--- src/rtl/multicycle_ctrl_if.sv ---
// Control interface for the multicycle ARMv3 controller: IR fields and condition in, datapath strobes out.
// MemReady only exists when MEM_WAIT_EN is defined.
interface multicycle_ctrl_if #(parameter int STATE_W = 4);
  logic [1:0]         Op;
  logic [5:0]         Funct;
  logic [3:0]         Rd;
  logic               NoWrite;
  logic               CondEx;
`ifdef MEM_WAIT_EN
  logic               MemReady;
`endif
  logic               MemReq;
  logic               AdrSrc;
  logic               IRWrite;
  logic               PCWrite;
  logic               RegW;
  logic               MemW;
  logic               ALUSrcA;
  logic [1:0]         ALUSrcB;
  logic               ALUOp;
  logic [1:0]         ResultSrc;
  logic               InstrDone;
  logic               Undef;
  logic [STATE_W-1:0] State;

  modport master (
    output Op, Funct, Rd, NoWrite, CondEx,
`ifdef MEM_WAIT_EN
    output MemReady,
`endif
    input  MemReq, AdrSrc, IRWrite, PCWrite, RegW, MemW, ALUSrcA, ALUSrcB,
    input  ALUOp, ResultSrc, InstrDone, Undef, State
  );

  modport slave (
    input  Op, Funct, Rd, NoWrite, CondEx,
`ifdef MEM_WAIT_EN
    input  MemReady,
`endif
    output MemReq, AdrSrc, IRWrite, PCWrite, RegW, MemW, ALUSrcA, ALUSrcB,
    output ALUOp, ResultSrc, InstrDone, Undef, State
  );
endinterface

--- src/rtl/multicycle_ctrl.sv ---
// Main sequencing FSM of the multicycle ARMv3 core (DP reg/imm, LDR/STR imm, B).
// Define MEM_WAIT_EN to add MemReady wait states in FETCH, MEMRD and MEMWR.
//
// state  | meaning
// FETCH  | read instruction at PC, load IR, PC <= PC+4
// DECODE | decode IR, ALU computes PC+8
// MEMADR | ALU computes Rn + imm for load/store
// MEMRD  | read data memory at ALUResult
// MEMWB  | write loaded data to Rd (or PC)
// MEMWR  | write data memory at ALUResult
// EXECR  | DP with register operand B
// EXECI  | DP with immediate operand B
// ALUWB  | write ALU result to Rd (or PC)
// BRANCH | PC <= PC+8 + offset
module multicycle_ctrl #(
  parameter int STATE_W = 4
) (
  input logic           CLK,
  input logic           RESETn,
  multicycle_ctrl_if.slave bus
);

  typedef enum logic [STATE_W-1:0] {
    FETCH  = STATE_W'(0),
    DECODE = STATE_W'(1),
    MEMADR = STATE_W'(2),
    MEMRD  = STATE_W'(3),
    MEMWB  = STATE_W'(4),
    MEMWR  = STATE_W'(5),
    EXECR  = STATE_W'(6),
    EXECI  = STATE_W'(7),
    ALUWB  = STATE_W'(8),
    BRANCH = STATE_W'(9)
  } state_t;

  state_t     state, state_nxt;
  logic       mem_req, adr_src, ir_write, pc_write, reg_w, mem_w;
  logic       alu_src_a, alu_op, instr_done, undef, wb_en;
  logic [1:0] alu_src_b, result_src;
  logic       unused_funct;

  assign unused_funct = ^bus.Funct[4:1];

  always_ff @(posedge CLK or negedge RESETn) begin
    if (!RESETn) state <= FETCH;
    else         state <= state_nxt;
  end

  always_comb begin
    state_nxt  = FETCH;
    mem_req    = 1'b0;
    adr_src    = 1'b0;
    ir_write   = 1'b0;
    pc_write   = 1'b0;
    reg_w      = 1'b0;
    mem_w      = 1'b0;
    alu_src_a  = 1'b0;
    alu_src_b  = 2'b00;
    alu_op     = 1'b0;
    result_src = 2'b00;
    instr_done = 1'b0;
    undef      = 1'b0;
    wb_en      = 1'b0;
    case (state)
      FETCH: begin
        mem_req    = 1'b1;
        alu_src_a  = 1'b1;
        alu_src_b  = 2'b10;
        result_src = 2'b10;
`ifdef MEM_WAIT_EN
        ir_write   = bus.MemReady;
        pc_write   = bus.MemReady;
        state_nxt  = bus.MemReady ? DECODE : FETCH;
`else
        ir_write   = 1'b1;
        pc_write   = 1'b1;
        state_nxt  = DECODE;
`endif
      end
      DECODE: begin
        alu_src_a  = 1'b1;
        alu_src_b  = 2'b10;
        result_src = 2'b10;
        case (bus.Op)
          2'b00:   state_nxt = bus.Funct[5] ? EXECI : EXECR;
          2'b01:   state_nxt = MEMADR;
          2'b10:   state_nxt = BRANCH;
          default: begin
            state_nxt  = FETCH;
            undef      = 1'b1;
            instr_done = 1'b1;
          end
        endcase
      end
      MEMADR: begin
        alu_src_b = 2'b01;
        state_nxt = bus.Funct[0] ? MEMRD : MEMWR;
      end
      MEMRD: begin
        mem_req   = 1'b1;
        adr_src   = 1'b1;
`ifdef MEM_WAIT_EN
        state_nxt = bus.MemReady ? MEMWB : MEMRD;
`else
        state_nxt = MEMWB;
`endif
      end
      MEMWB: begin
        result_src = 2'b01;
        instr_done = 1'b1;
        wb_en      = bus.CondEx;   // loads ignore NoWrite
      end
      MEMWR: begin
        mem_req    = 1'b1;
        adr_src    = 1'b1;
`ifdef MEM_WAIT_EN
        mem_w      = bus.CondEx & bus.MemReady;
        instr_done = bus.MemReady;
        state_nxt  = bus.MemReady ? FETCH : MEMWR;
`else
        mem_w      = bus.CondEx;
        instr_done = 1'b1;
`endif
      end
      EXECR: begin
        alu_op    = 1'b1;
        state_nxt = ALUWB;
      end
      EXECI: begin
        alu_op    = 1'b1;
        alu_src_b = 2'b01;
        state_nxt = ALUWB;
      end
      ALUWB: begin
        instr_done = 1'b1;
        wb_en      = bus.CondEx & ~bus.NoWrite;
      end
      BRANCH: begin
        alu_src_b  = 2'b01;
        result_src = 2'b10;
        pc_write   = bus.CondEx;
        instr_done = 1'b1;
      end
      default: state_nxt = FETCH;
    endcase
    // Writeback to R15 is a PC load, never a register-file write
    if (bus.Rd == 4'hF) pc_write = pc_write | wb_en;
    else                reg_w    = wb_en;
    if (!RESETn) begin
      mem_req    = 1'b0;
      ir_write   = 1'b0;
      pc_write   = 1'b0;
      reg_w      = 1'b0;
      mem_w      = 1'b0;
      instr_done = 1'b0;
      undef      = 1'b0;
    end
  end

  assign bus.MemReq    = mem_req;
  assign bus.AdrSrc    = adr_src;
  assign bus.IRWrite   = ir_write;
  assign bus.PCWrite   = pc_write;
  assign bus.RegW      = reg_w;
  assign bus.MemW      = mem_w;
  assign bus.ALUSrcA   = alu_src_a;
  assign bus.ALUSrcB   = alu_src_b;
  assign bus.ALUOp     = alu_op;
  assign bus.ResultSrc = result_src;
  assign bus.InstrDone = instr_done;
  assign bus.Undef     = undef;
  assign bus.State     = state;

endmodule

--- src/flat_wrapper.sv ---
// flat-port wrapper written by rule: the top's interface ports become plain ports
module multicycle_ctrl_flat 
#(
  parameter int STATE_W = 4
)
  (CLK, RESETn, bus_Op, bus_Funct, bus_Rd, bus_NoWrite, bus_CondEx, bus_MemReq, bus_AdrSrc, bus_IRWrite, bus_PCWrite, bus_RegW, bus_MemW, bus_ALUSrcA, bus_ALUSrcB, bus_ALUOp, bus_ResultSrc, bus_InstrDone, bus_Undef, bus_State);
  multicycle_ctrl_if #(.STATE_W(STATE_W)) bus_i ();
  input logic CLK;
  input logic RESETn;
  input wire logic [$bits(bus_i.Op)-1:0] bus_Op;
  input wire logic [$bits(bus_i.Funct)-1:0] bus_Funct;
  input wire logic [$bits(bus_i.Rd)-1:0] bus_Rd;
  input wire logic [$bits(bus_i.NoWrite)-1:0] bus_NoWrite;
  input wire logic [$bits(bus_i.CondEx)-1:0] bus_CondEx;
  output wire logic [$bits(bus_i.MemReq)-1:0] bus_MemReq;
  output wire logic [$bits(bus_i.AdrSrc)-1:0] bus_AdrSrc;
  output wire logic [$bits(bus_i.IRWrite)-1:0] bus_IRWrite;
  output wire logic [$bits(bus_i.PCWrite)-1:0] bus_PCWrite;
  output wire logic [$bits(bus_i.RegW)-1:0] bus_RegW;
  output wire logic [$bits(bus_i.MemW)-1:0] bus_MemW;
  output wire logic [$bits(bus_i.ALUSrcA)-1:0] bus_ALUSrcA;
  output wire logic [$bits(bus_i.ALUSrcB)-1:0] bus_ALUSrcB;
  output wire logic [$bits(bus_i.ALUOp)-1:0] bus_ALUOp;
  output wire logic [$bits(bus_i.ResultSrc)-1:0] bus_ResultSrc;
  output wire logic [$bits(bus_i.InstrDone)-1:0] bus_InstrDone;
  output wire logic [$bits(bus_i.Undef)-1:0] bus_Undef;
  output wire logic [$bits(bus_i.State)-1:0] bus_State;
  assign bus_i.Op = bus_Op;
  assign bus_i.Funct = bus_Funct;
  assign bus_i.Rd = bus_Rd;
  assign bus_i.NoWrite = bus_NoWrite;
  assign bus_i.CondEx = bus_CondEx;
  assign bus_MemReq = bus_i.MemReq;
  assign bus_AdrSrc = bus_i.AdrSrc;
  assign bus_IRWrite = bus_i.IRWrite;
  assign bus_PCWrite = bus_i.PCWrite;
  assign bus_RegW = bus_i.RegW;
  assign bus_MemW = bus_i.MemW;
  assign bus_ALUSrcA = bus_i.ALUSrcA;
  assign bus_ALUSrcB = bus_i.ALUSrcB;
  assign bus_ALUOp = bus_i.ALUOp;
  assign bus_ResultSrc = bus_i.ResultSrc;
  assign bus_InstrDone = bus_i.InstrDone;
  assign bus_Undef = bus_i.Undef;
  assign bus_State = bus_i.State;
  multicycle_ctrl #(.STATE_W(STATE_W)) u_core (.CLK(CLK), .RESETn(RESETn), .bus(bus_i));
endmodule
--- config.mk ---
export PLATFORM = sky130hd
export DESIGN_NAME = multicycle_ctrl_flat
export DESIGN_NICKNAME = d
export VERILOG_FILES = /design/src/rtl/multicycle_ctrl_if.sv /design/src/rtl/multicycle_ctrl.sv /design/src/flat_wrapper.sv
export SDC_FILE = /design/constraint.sdc
export NUM_CORES = 1
export LEC_CHECK = 0
export ABC_CLOCK_PERIOD_IN_PS = 3700
export BUFFER_PORTS_ARGS = -buffer_cell sky130_fd_sc_hd__buf_2
export CAP_MARGIN = 10
export CORE_UTILIZATION = 25
export CTS_CLUSTER_SIZE = 8
export DETAILED_ROUTE_END_ITERATION = 7
export GPL_TIMING_DRIVEN = 0
export MAX_ROUTING_LAYER = met4
export PLACE_DENSITY_LB_ADDON = 0.12
export SYNTH_ARGS = -nofsm -noshare
export SYNTH_HDL_FRONTEND = slang
export SYNTH_SLANG_ARGS = --single-unit
--- constraint.sdc ---
create_clock -name CLK -period 3.7 [get_ports CLK]
set_input_delay 0.74 -clock CLK [delete_from_list [all_inputs] [get_ports CLK]]
set_output_delay 0.74 -clock CLK [all_outputs]
set_load 0.005 [all_outputs]
# After elaboration in Yosys (flattened, before gate mapping)
# Index checks and enable logic that the tools add are counted.
# op_classes
eq_ne	12
muxes	26
bitwise_logic	3
reduce_logical	10
# ops
operator	count
$pmux W4 S5	1
$mux W1	18
$eq A4 B3 Y1 const B	4
$eq A4 B4 Y1 const B	3
$pmux W4 S3	1
$reduce_or A3 Y1	4
$eq A4 B2 Y1 const B	2
$pmux W2 S2	2
$pmux W1 S2	3
$reduce_or A2 Y1	3
$eq A4 B1 Y1 const B	1
$logic_not A4 Y1	1
$reduce_or A4 Y1	1
$mux W3	1
$eq A2 B1 Y1 const B	1
$eq A2 B2 Y1 const B	1
$logic_not A2 Y1	1
$and A1 B1 Y1	1
$not A1 Y1	1
$or A1 B1 Y1	1
# word_totals
register_bits	4
output_inout_bits	18

# Longest topological paths before layout
# logic_depth
word_depth	6
mapped_depth	4
depth_no_buf	3

# Worst setup path before layout
# Ideal clock, no wire load.
# synth_path
kind	input port to output port
start	input port bus_CondEx
end	output port bus_PCWrite
arrival_time_ps	1412
required_time_ps	2960
slack_ps	1548
cell_stages	3
path_buffers	0
path_cell_list	nand2_1 -> a2111o_1 -> o31ai_1
# synth_between
elab_chain_len	5
elab_cells_between_ends	6
# synth_lines
element	line_no	rtl
from (decl)	flat_wrapper.sv:14	input wire logic [$bits(bus_i.CondEx)-1:0] bus_CondEx;
$and A1 B1 Y1	multicycle_ctrl.sv:136	wb_en = bus.CondEx & ~bus.NoWrite;
$pmux W1 S2	multicycle_ctrl.sv:64	case (state)
$or A1 B1 Y1	multicycle_ctrl.sv:147	if (bus.Rd == 4'hF) pc_write = pc_write | wb_en;
$mux W1 *	multicycle_ctrl.sv:147	
$mux W1 *	multicycle_ctrl.sv:149	if (!RESETn) begin
to (decl)	flat_wrapper.sv:18	output wire logic [$bits(bus_i.PCWrite)-1:0] bus_PCWrite;
# Every way passes the cells marked *; elsewhere a longest branch is shown, timed or not.

# Worst setup path in the final report
# layout_path
start	input port RESETn
end	output port bus_RegW
# layout_between
elab_chain_len	1
# layout_lines
element	line_no	rtl
from (decl)	flat_wrapper.sv:9	input logic RESETn;
$mux W1	multicycle_ctrl.sv:149	
to (decl)	flat_wrapper.sv:19	output wire logic [$bits(bus_i.RegW)-1:0] bus_RegW;
# No other way between the ends.

==> metrics.log <==
INFO  metric status = finished clean
INFO  metric global_route_wire_length_before_repair = 1950 um
INFO  metric die_w = 43.9 um
INFO  metric cts-root-to-sink-buffers = 2
INFO  metric internal_power_of_the_cells = 259 uW
INFO  metric p_clk_frac = 0.112
INFO  metric cts-buffers-inserted = 3
INFO  metric post_cts_resize_count = 0
INFO  metric ant_nets = 0
INFO  metric critPathTopFamily = compound AO/OA/AOI/OAI gates
INFO  metric seq_power_share = 0.182
INFO  metric cts.htree.levels = 1
INFO  metric grt_antenna_before_repair = 0
INFO  metric finalNetCount = 108
INFO  metric cell_types_with_the_largest_area_share_after_synthesis = dfrtp_1 (23%), nor2_1 (6.0%), buf_2 (4.6%), nor3_2 (4.6%), nand2_1 (4.3%)
INFO  metric max_cap_violations = 0
INFO  metric post-synth-top-count-cell = nor2_1
INFO  metric dieHeight = 43.9 um
INFO  metric insertion_delay = 240 ps
INFO  metric via_count = 519
INFO  metric syn_nets = 74
INFO  metric number_of_flip_flops_in_the_largest_register = 4
INFO  metric globalRouteMet2Util = 0.215
INFO  metric synth-main-ff-cell = dfrtp_1
INFO  metric number_of_different_library_cells_in_the_post_synthesis_netlist = 31
INFO  metric fp-row-count = 14
INFO  metric synth_edf_count = 0
INFO  metric flow.area_growth_from_synthesis = 42.9%
INFO  metric finalHoldViolCount = 0
INFO  metric wirelength = 1220 um
INFO  metric clock_sinks = 4
INFO  metric ys_ff_latch = 4
INFO  metric drtIter0Drc = 11
INFO  metric leakage = 0.323 nW
INFO  metric detail_route.vias_per_cell = 4.90
INFO  metric final_standard_cell_utilization_of_the_core = 0.397
INFO  metric cts_post_setup_buffers_inserted = 0
INFO  metric clk_pin_slew_worst_setup_hold_paths = 40 ps
INFO  metric gp_congestion = 0.790
INFO  metric tritoncts = done
INFO  metric criticalPathCategory = in -> out
INFO  metric globalRouteMet3Util = 0.0500
INFO  metric postSynth.asyncResetShare = 1.00
INFO  metric fmaxAchievable = 404 MHz
INFO  metric max-vdd-ir-drop = 0.313 mV
INFO  metric cp_max_stage_delay = 400 ps
INFO  metric ctsRootBufferMaster = clkbuf_4
INFO  metric critical_path.max_fanout = 7
INFO  metric critical_path_cell_sequence = buf_2, nand2_1, a2111o_1, nor3b_1, buf_2
INFO  metric synthDominantAreaCellType = dfrtp_1
INFO  metric min_period = 2470 ps
INFO  metric grt_remaining_overflow = 0
INFO  metric worstHoldPathType = in -> async
INFO  metric share_of_total_power_consumed_by_net_switching = 0.457
INFO  metric groute.usage.overall = 0.144
INFO  metric timing.critical_path.from_type = input port
INFO  metric maximum_number_of_pins_on_one_net_before_global_route_repair = 11
INFO  metric yosys_warnings = 0
INFO  metric post_synth_design_cell_area = 438 um2
INFO  metric rsz0062_at_grt = no
INFO  metric seq_area_frac_synth = 0.229
INFO  metric final.period_utilization = 0.668
INFO  metric wl_per_cell = 11.5 um
INFO  metric cpMostUsedCell = buf_2
INFO  metric grt_pass1_vias = 440
INFO  metric pd_cells = 762 nW/um2
INFO  metric cp_slowest_cell = a2111o_1
INFO  metric antenna_cells = 0
INFO  metric drtPass1Iterations = 5
INFO  metric cts_hold_buf = 0
INFO  metric post-route-drc-count = 0
INFO  metric report.final.slew_viol_count = 0
INFO  metric maxSlewHeadroom = 0.794
INFO  metric grt-busiest-layer = met2
INFO  metric ios = 34
INFO  metric arrival = 1730 ps
INFO  metric setup_viol = 0
INFO  metric die-area = 1920 um2
INFO  metric post_route_cells_drive_above_1_share = 0.456
INFO  metric critPathRequiredTime = 2960 ps
INFO  metric core_area = 1580 um2
INFO  metric synth_common_cells = nor2_1 (7), nand2_1 (5), buf_2 (4), dfrtp_1 (4)
INFO  metric dpl.hpwl = 964 um
INFO  metric groute.layer.met1.usage = 0.178
INFO  metric worst-slew-pin-transition = 309 ps
INFO  metric part_of_the_total_power_dissipated_in_combinational_logic = 0.705
INFO  metric path_buf_inv = 2
INFO  metric yosys.area.top_type_share = 0.229
INFO  metric setup.worst_path.end_class = output pin
INFO  metric number_of_input_and_output_port_buffers_inserted = 29
INFO  metric p_switching = 218 uW
INFO  metric syn-mean-instance-area = 7.55 um2
INFO  metric synthesis.instances = 58
INFO  metric setup_total_negative_slack = 0 ps
INFO  metric start_util = 0.278
INFO  metric fin_skew = 4.13 ps
## cell families (layout without fill, tap and decap cells)
family	count (synthesis)	count (layout)	synth area share
and+or+nand+nor	30	30	0.389
AOI/OAI and AO/OA	14	14	0.231
buffers and inverters	7	39	0.0886
DFF	4	4	0.229
xor gates and xnor gates	2	2	0.0400
muxes	1	1	0.0229
## cell type report
type,instances,area [um2]
fillers,170,951
plain buffers,5,31.3
inverters,2,7.51
multi-input cells,47,299
well taps,16,20.0
repair buffers,29,145
clock buffers,3,22.5
flip-flops and latches,4,100
## metrics by stage
stage          total power [mW]  instance area, um2  hold WS [ps]  cells  worst slack, ps
2_1_floorplan             0.304                 438           444     58             1550
3_3_place_gp              0.430                 603           574    103             1220
3_5_place_dp              0.427                 603           575    103             1200
4_1_cts                   0.484                 626           321    106             1200
5_1_grt                   0.526                 626           319    106             1130
6_report                  0.477                 626           324    106             1230
## routing by layer
metal	share of wire	vias up
li1	-	273
met4	0.0058	0
met3	0.038	2
met2	0.47	10
met5	0	-
met1	0.49	234
## layout by cell type, fill, tap and decap left out
cell type	count
a2111o_1	1
a2111oi_1	1
a211oi_2	1
a21boi_0	1
a21oi_1	3
a2bb2oi_1	1
a31oi_1	1
and3_1	1
and3b_1	1
buf_2	33
buf_6	1
clkbuf_4	3
dfrtp_1	4
inv_1	2
mux2i_1	1
nand2_1	5
nand2b_1	3
nand4_1	1
nand4b_1	1
nor2_1	7
nor2b_1	2
nor3_1	3
nor3_2	2
nor3b_1	1
o211ai_1	1
o21ai_0	2
o21ai_1	1
o31ai_1	1
or2_1	1
or2_4	1
or3_1	1
xnor2_1	2
## power by group through the flow
| stage | clock network, mW | registers (mW) | logic, mW |
|---|---|---|---|
| floorplan | 0 | 0.0830 | 0.221 |
| global placement | 0 | 0.0872 | 0.343 |
| detailed placement | 0 | 0.0872 | 0.340 |
| CTS | 0.0566 | 0.0867 | 0.341 |
| global route | 0.0608 | 0.0905 | 0.374 |
| finish | 0.0536 | 0.0869 | 0.336 |
## final timing paths
kind | from | end | slack [ps] | cells past startpoint
worst max register to register | u_core.bus.State[1] | u_core.bus.State[3] | 2560 | 4
min in group CLK | u_core.bus.State[1] | u_core.bus.State[2] | 640 | 2
worst max-delay path | RESETn | bus_RegW | 1230 | 5
worst min-delay path | RESETn | u_core.bus.State[3] | 320 | 1
worst min register to register | u_core.bus.State[1] | u_core.bus.State[2] | 640 | 2
max in group asynchronous | RESETn | u_core.bus.State[0] | 3230 | 1
Power figures use the tool's default switching activity.
